`src/rtl/hold_pkg.sv`:
```
// Hold-flag codes and per-stage flush/stall masks shared by every pipeline stage boundary.
package hold_pkg;

  localparam int HOLD_W = 3;
  localparam int MASK_W = 1 << HOLD_W;

  typedef enum logic [HOLD_W-1:0] {
    HOLD_NONE  = 3'd0,
    HOLD_CODE1 = 3'd1,
    HOLD_CODE2 = 3'd2,
    HOLD_CODE3 = 3'd3,
    HOLD_CODE4 = 3'd4,
    HOLD_CODE5 = 3'd5,
    HOLD_CODE6 = 3'd6,
    HOLD_CODE7 = 3'd7
  } hold_code_e;

  // Bit k of a mask selects hold code k; when a code sits in both masks, flush wins.
  localparam logic [MASK_W-1:0] IFID_FLUSH_MASK  = 8'h1E;
  localparam logic [MASK_W-1:0] IFID_STALL_MASK  = 8'hE0;
  localparam logic [MASK_W-1:0] IDEX_FLUSH_MASK  = 8'h1E;
  localparam logic [MASK_W-1:0] IDEX_STALL_MASK  = 8'hE0;
  localparam logic [MASK_W-1:0] EXMEM_FLUSH_MASK = 8'h1C;
  localparam logic [MASK_W-1:0] EXMEM_STALL_MASK = 8'hE0;
  localparam logic [MASK_W-1:0] MEMWB_FLUSH_MASK = 8'h18;
  localparam logic [MASK_W-1:0] MEMWB_STALL_MASK = 8'hC0;

endpackage

```
`src/rtl/sat_counter.sv`:
```
// Saturating accumulator: adds 0..3 per enabled cycle and sticks at all-ones.
module sat_counter #(
  parameter int CNT_W = 8
) (
  input  logic             clk,
  input  logic             rst,
  input  logic             inc_en,
  input  logic [1:0]       inc_amt,
  output logic [CNT_W-1:0] count
);

  localparam logic [CNT_W:0] MAX_EXT = {1'b0, {CNT_W{1'b1}}};

  logic [CNT_W:0] sum;

  assign sum = {1'b0, count} + (CNT_W+1)'(inc_amt);

  always_ff @(posedge clk) begin
    if (rst) begin
      count <= '0;
    end else if (inc_en) begin
      count <= (sum > MAX_EXT) ? {CNT_W{1'b1}} : sum[CNT_W-1:0];
    end
  end

endmodule

```
`src/rtl/pipe_stage_skid.sv`:
```
// One pipeline-stage boundary: valid/ready handshake with a 2-entry skid FIFO,
// hold-flag driven flush/stall, and a saturating count of beats lost to flushes.
module pipe_stage_skid #(
  parameter int                          WIDTH      = 32,
  parameter logic [WIDTH-1:0]            RESET_VAL  = '0,
  parameter int                          HOLD_W     = hold_pkg::HOLD_W,
  parameter logic [(1 << HOLD_W)-1:0]    FLUSH_MASK = hold_pkg::IFID_FLUSH_MASK,
  parameter logic [(1 << HOLD_W)-1:0]    STALL_MASK = hold_pkg::IFID_STALL_MASK,
  parameter int                          CNT_W      = 8
) (
  input  logic              clk,
  input  logic              rst,
  input  logic [HOLD_W-1:0] hold_flag,
  input  logic              in_valid,
  input  logic [WIDTH-1:0]  in_data,
  output logic              in_ready,
  output logic              out_valid,
  output logic [WIDTH-1:0]  out_data,
  input  logic              out_ready,
  output logic [1:0]        occupancy,
  output logic [CNT_W-1:0]  flush_drops
);

  logic [WIDTH-1:0] head;
  logic [WIDTH-1:0] skid;
  logic [1:0]       occ;
  logic             flush_hit;
  logic             stall_hit;
  logic             push;
  logic             pop;

  assign flush_hit = FLUSH_MASK[hold_flag];
  assign stall_hit = STALL_MASK[hold_flag] & ~flush_hit;

  assign in_ready  = (occ < 2'd2) & ~flush_hit & ~stall_hit;
  assign out_valid = (occ != 2'd0) & ~flush_hit & ~stall_hit;
  assign out_data  = head;
  assign occupancy = occ;

  assign push = in_valid & in_ready;
  assign pop  = out_valid & out_ready;

  // Empty slots are always rewritten to RESET_VAL so out_data needs no muxing when empty.
  always_ff @(posedge clk) begin
    if (rst || flush_hit) begin
      head <= RESET_VAL;
      skid <= RESET_VAL;
      occ  <= 2'd0;
    end else begin
      case (occ)
        2'd0: begin
          if (push) begin
            head <= in_data;
            occ  <= 2'd1;
          end
        end
        2'd1: begin
          if (push && pop) begin
            head <= in_data;
          end else if (push) begin
            skid <= in_data;
            occ  <= 2'd2;
          end else if (pop) begin
            head <= RESET_VAL;
            occ  <= 2'd0;
          end
        end
        default: begin
          if (pop) begin
            head <= skid;
            skid <= RESET_VAL;
            occ  <= 2'd1;
          end
        end
      endcase
    end
  end

  sat_counter #(
    .CNT_W(CNT_W)
  ) u_drops (
    .clk    (clk),
    .rst    (rst),
    .inc_en (flush_hit),
    .inc_amt(occ),
    .count  (flush_drops)
  );

endmodule

```
`config.mk`:
```
export PLATFORM = sky130hd
export DESIGN_NAME = pipe_stage_skid
export DESIGN_NICKNAME = d
export VERILOG_FILES = /design/src/rtl/hold_pkg.sv /design/src/rtl/sat_counter.sv /design/src/rtl/pipe_stage_skid.sv
export SDC_FILE = /design/constraint.sdc
export NUM_CORES = 1
export LEC_CHECK = 0
export BUFFER_PORTS_ARGS = -buffer_cell sky130_fd_sc_hd__buf_2
export CORE_AREA = 2 2 101 103
export DETAILED_ROUTE_END_ITERATION = 8
export DIE_AREA = 0 0 103 105
export GPL_ROUTABILITY_DRIVEN = 0
export SKIP_LAST_GASP = 1
export SYNTH_ARGS = -nofsm -noshare
export SYNTH_HDL_FRONTEND = slang
export SYNTH_HIERARCHICAL = 1
export SYNTH_SLANG_ARGS = --single-unit
```
`constraint.sdc`:
```
create_clock -name clk -period 2.5 [get_ports clk]
set_clock_uncertainty 0.05 [all_clocks]
set_input_delay 0.25 -clock clk [delete_from_list [all_inputs] [get_ports clk]]
set_output_delay 0.25 -clock clk [all_outputs]
set_load 0.02 [all_outputs]
```
==> flow_summary.yaml <==
floorplanning:
  die_y_um: 105
  start_util_pct: 34.8
  ios: 83
  dieWidth_um: 103
  die_area_um2: 10800
  core_um2: 9640
  core.rowCount: 36
pwr:
  totalPowerFinal_mw: 2.52
  p_leak_nw: 1.77
  vdd_drop_max_uv: 312
  powerDensity_nw_per_um2: 611
critical_path:
  r2r_slack_ns: 0.55
  critPathMaxFanout: 11
  ff2ff_path_depth: 5
  worstReg2RegEnd: "u_drops/count[6]"
  path_class: "reg2reg"
  critPathLaunchType: "flop"
  timing.rr.start: "occupancy[0]"
  crit_path_end_kind: "flop"
  cp.required_ns: 2.68
  crit_arrival_ns: 2.13
clock_network:
  cts_root_buf: "clkbuf_8"
  ctsHoldBuffers: 0
  htreeDepth: 3
  cts_buffers: 9
  ctsLongestPathBuffers: 2
  cts.sinks: 74
  cts_resized: 0
  clk_pin_slew_ns: 0.08
  post_cts.repair.setup_buffers: 0
  clk_latency_ns: 0.34
  cts_tree: "built"
hold_path:
  hold_end: "skid[18]"
  hold_depth: 3
  hold_path.class: "in2reg"
  hp-start: "in_data[18]"
global_routing:
  antenna_found_initial: 0
  gr-max-usage-layer: "met2"
  grt_overflow: 0
  use_met3_pct: 3.41
  grt_use_total_pct: 15.0
  grt_max_degree: 66
  gr-usage-met2_pct: 23.7
  grt_pass1_wl_mm: 12.9
  grt_use_met1_pct: 19.7
  first_global_vias: 2738
sta:
  post-route-period-util_pct: 78.0
  tightest_slew_ns: 0.619
  fin_tns_setup_ns: 0
  max_freq_mhz: 513
  hold_viol: 0
  period_minus_slack_ns: 1.95
  slew_headroom_pct: 58.7
  grt_setup_unrepaired: "false"
  slew_viol_final: 0
  finalSetupViolations: 0
drt:
  drc: 0
  firstDrtPassIters: 5
  vias_per_cell: 4.95
  routed_wl_mm: 7.92
  drtAntennaViolNets: 0
  drt_iter0_markers: 69
  wl_per_cell_um: 13.9
  vias: 2828
yosys:
  syn_avg_cell_area_um2: 9.34
  synthFlopType: "dfxtp_1"
  yosys_warnings: 6
  ys_ff_latch: 74
  synth_edf_count: 0
  async_flop_share_pct: 0
  yosysSeqAreaShare_pct: 44.2
  syn_nets: 402
  syn_inst: 359
  syn-cell-area_um2: 3350
  ys_types: 47
layout:
  mostFrequentLayoutCell: "nand2_1"
  drive_gt1_share_pct: 26.9
  finish.utilization_pct: 42.8
  final_nets: 476
  synthToLayoutAreaGrowth_pct: 23.1
  diodes: 0
  final_cell_mix: "nand2_1, buf_2, dfxtp_1, mux2i_1, o22ai_1"
run:
  maxCapViolCount: 0
place:
  dp_hpwl_mm: 5.16
  place.port_buffers: 82
status:
  outcome: "completed"
final cells by class:
cell class	instances	area, um2
clock inverters	4	73.8
well taps	133	166
inverters	5	18.8
repair buffers	89	500
flip-flops and latches	74	1480
clock buffers	12	155
fillers	996	5510
multi-input cells	254	1730
cell families (layout without fill, tap and decap cells):
logic type | after synthesis | after routing | synth area share (%)
buf+inv | 31 | 110 | 5.22
simple gates | 130 | 130 | 18.2
fa+ha+maj | 4 | 4 | 1.72
flops | 74 | 74 | 44.2
mux | 64 | 64 | 19.1
compound gates | 56 | 56 | 11.6
registers in the layout, indices dropped and copies added (netlist names):
register       count
occupancy          2
out_data          32
skid              32
u_drops/count      8
cell usage after synthesis (2+ instances only):
cell,count,area share [%]
dfxtp_1,74,44
a31oi_1,2,0.37
and2_1,2,0.37
mux2i_1,64,19
nand4_1,2,0.37
buf_2,8,1.2
buf_6,4,1.3
a211oi_1,4,0.90
buf_4,5,1.1
a21oi_1,3,0.45
nor3_1,4,0.60
inv_1,5,0.56
nand2_1,100,11
nor2_1,5,0.56
ha_1,3,1.1
clkbuf_1,8,0.90
nand3_1,2,0.30
a21o_1,2,0.45
o22ai_1,32,6.0
a311oi_1,3,0.78
where the power goes:
group / switching (mW) / internal [mW] / leakage (nW) / total, mW
clock network: 0.442 / 0.617 / 0.117 / 1.06
registers: 0.0141 / 1.20 / 0.599 / 1.21
logic: 0.152 / 0.0938 / 1.05 / 0.246
routing by layer:
metal | up-vias | part of all wire (%) | wire length, um
met5 | - | 0 | 0
met4 | 0 | 1.5 | 120
met3 | 10 | 4.2 | 333
met2 | 70 | 47 | 3710
met1 | 1334 | 47 | 3760
li1 | 1414 | - | -
critical path, stage by stage (launching register included):
cell     delay, ns
dfxtp_1       0.42
ha_1          0.31
fa_1          0.53
and3_2        0.28
a31oi_1       0.18
nor3_1        0.07
metrics by stage:
| step | std cells | setup slack [ns] | cell area [um2] | hold slack [ns] |
|---|---|---|---|---|
| 6_report | 571 | 0.550 | 4130 | 0.102 |
| 5_1_grt | 571 | 0.439 | 4130 | 0.0908 |
| 4_1_cts | 571 | 0.538 | 4130 | 0.0870 |
| 3_5_place_dp | 555 | 0.292 | 3900 | 0.404 |
| 3_3_place_gp | 555 | 0.347 | 3900 | 0.393 |
| 2_1_floorplan | 359 | 0.635 | 3350 | 0.290 |
worst max path at each step:
stage	cells after the start	to	slack, ns	start
after floorplan	5	u_drops/count[6]	0.64	occupancy[0]
after global placement	7	skid[13]	0.35	hold_flag[1]
after detailed placement	7	skid[8]	0.29	hold_flag[1]
after CTS	4	skid[8]	0.54	occupancy[1]
after global routing	5	u_drops/count[6]	0.44	occupancy[0]
final	5	u_drops/count[6]	0.55	occupancy[0]
Note: power is estimated with default switching activity, not from simulation.
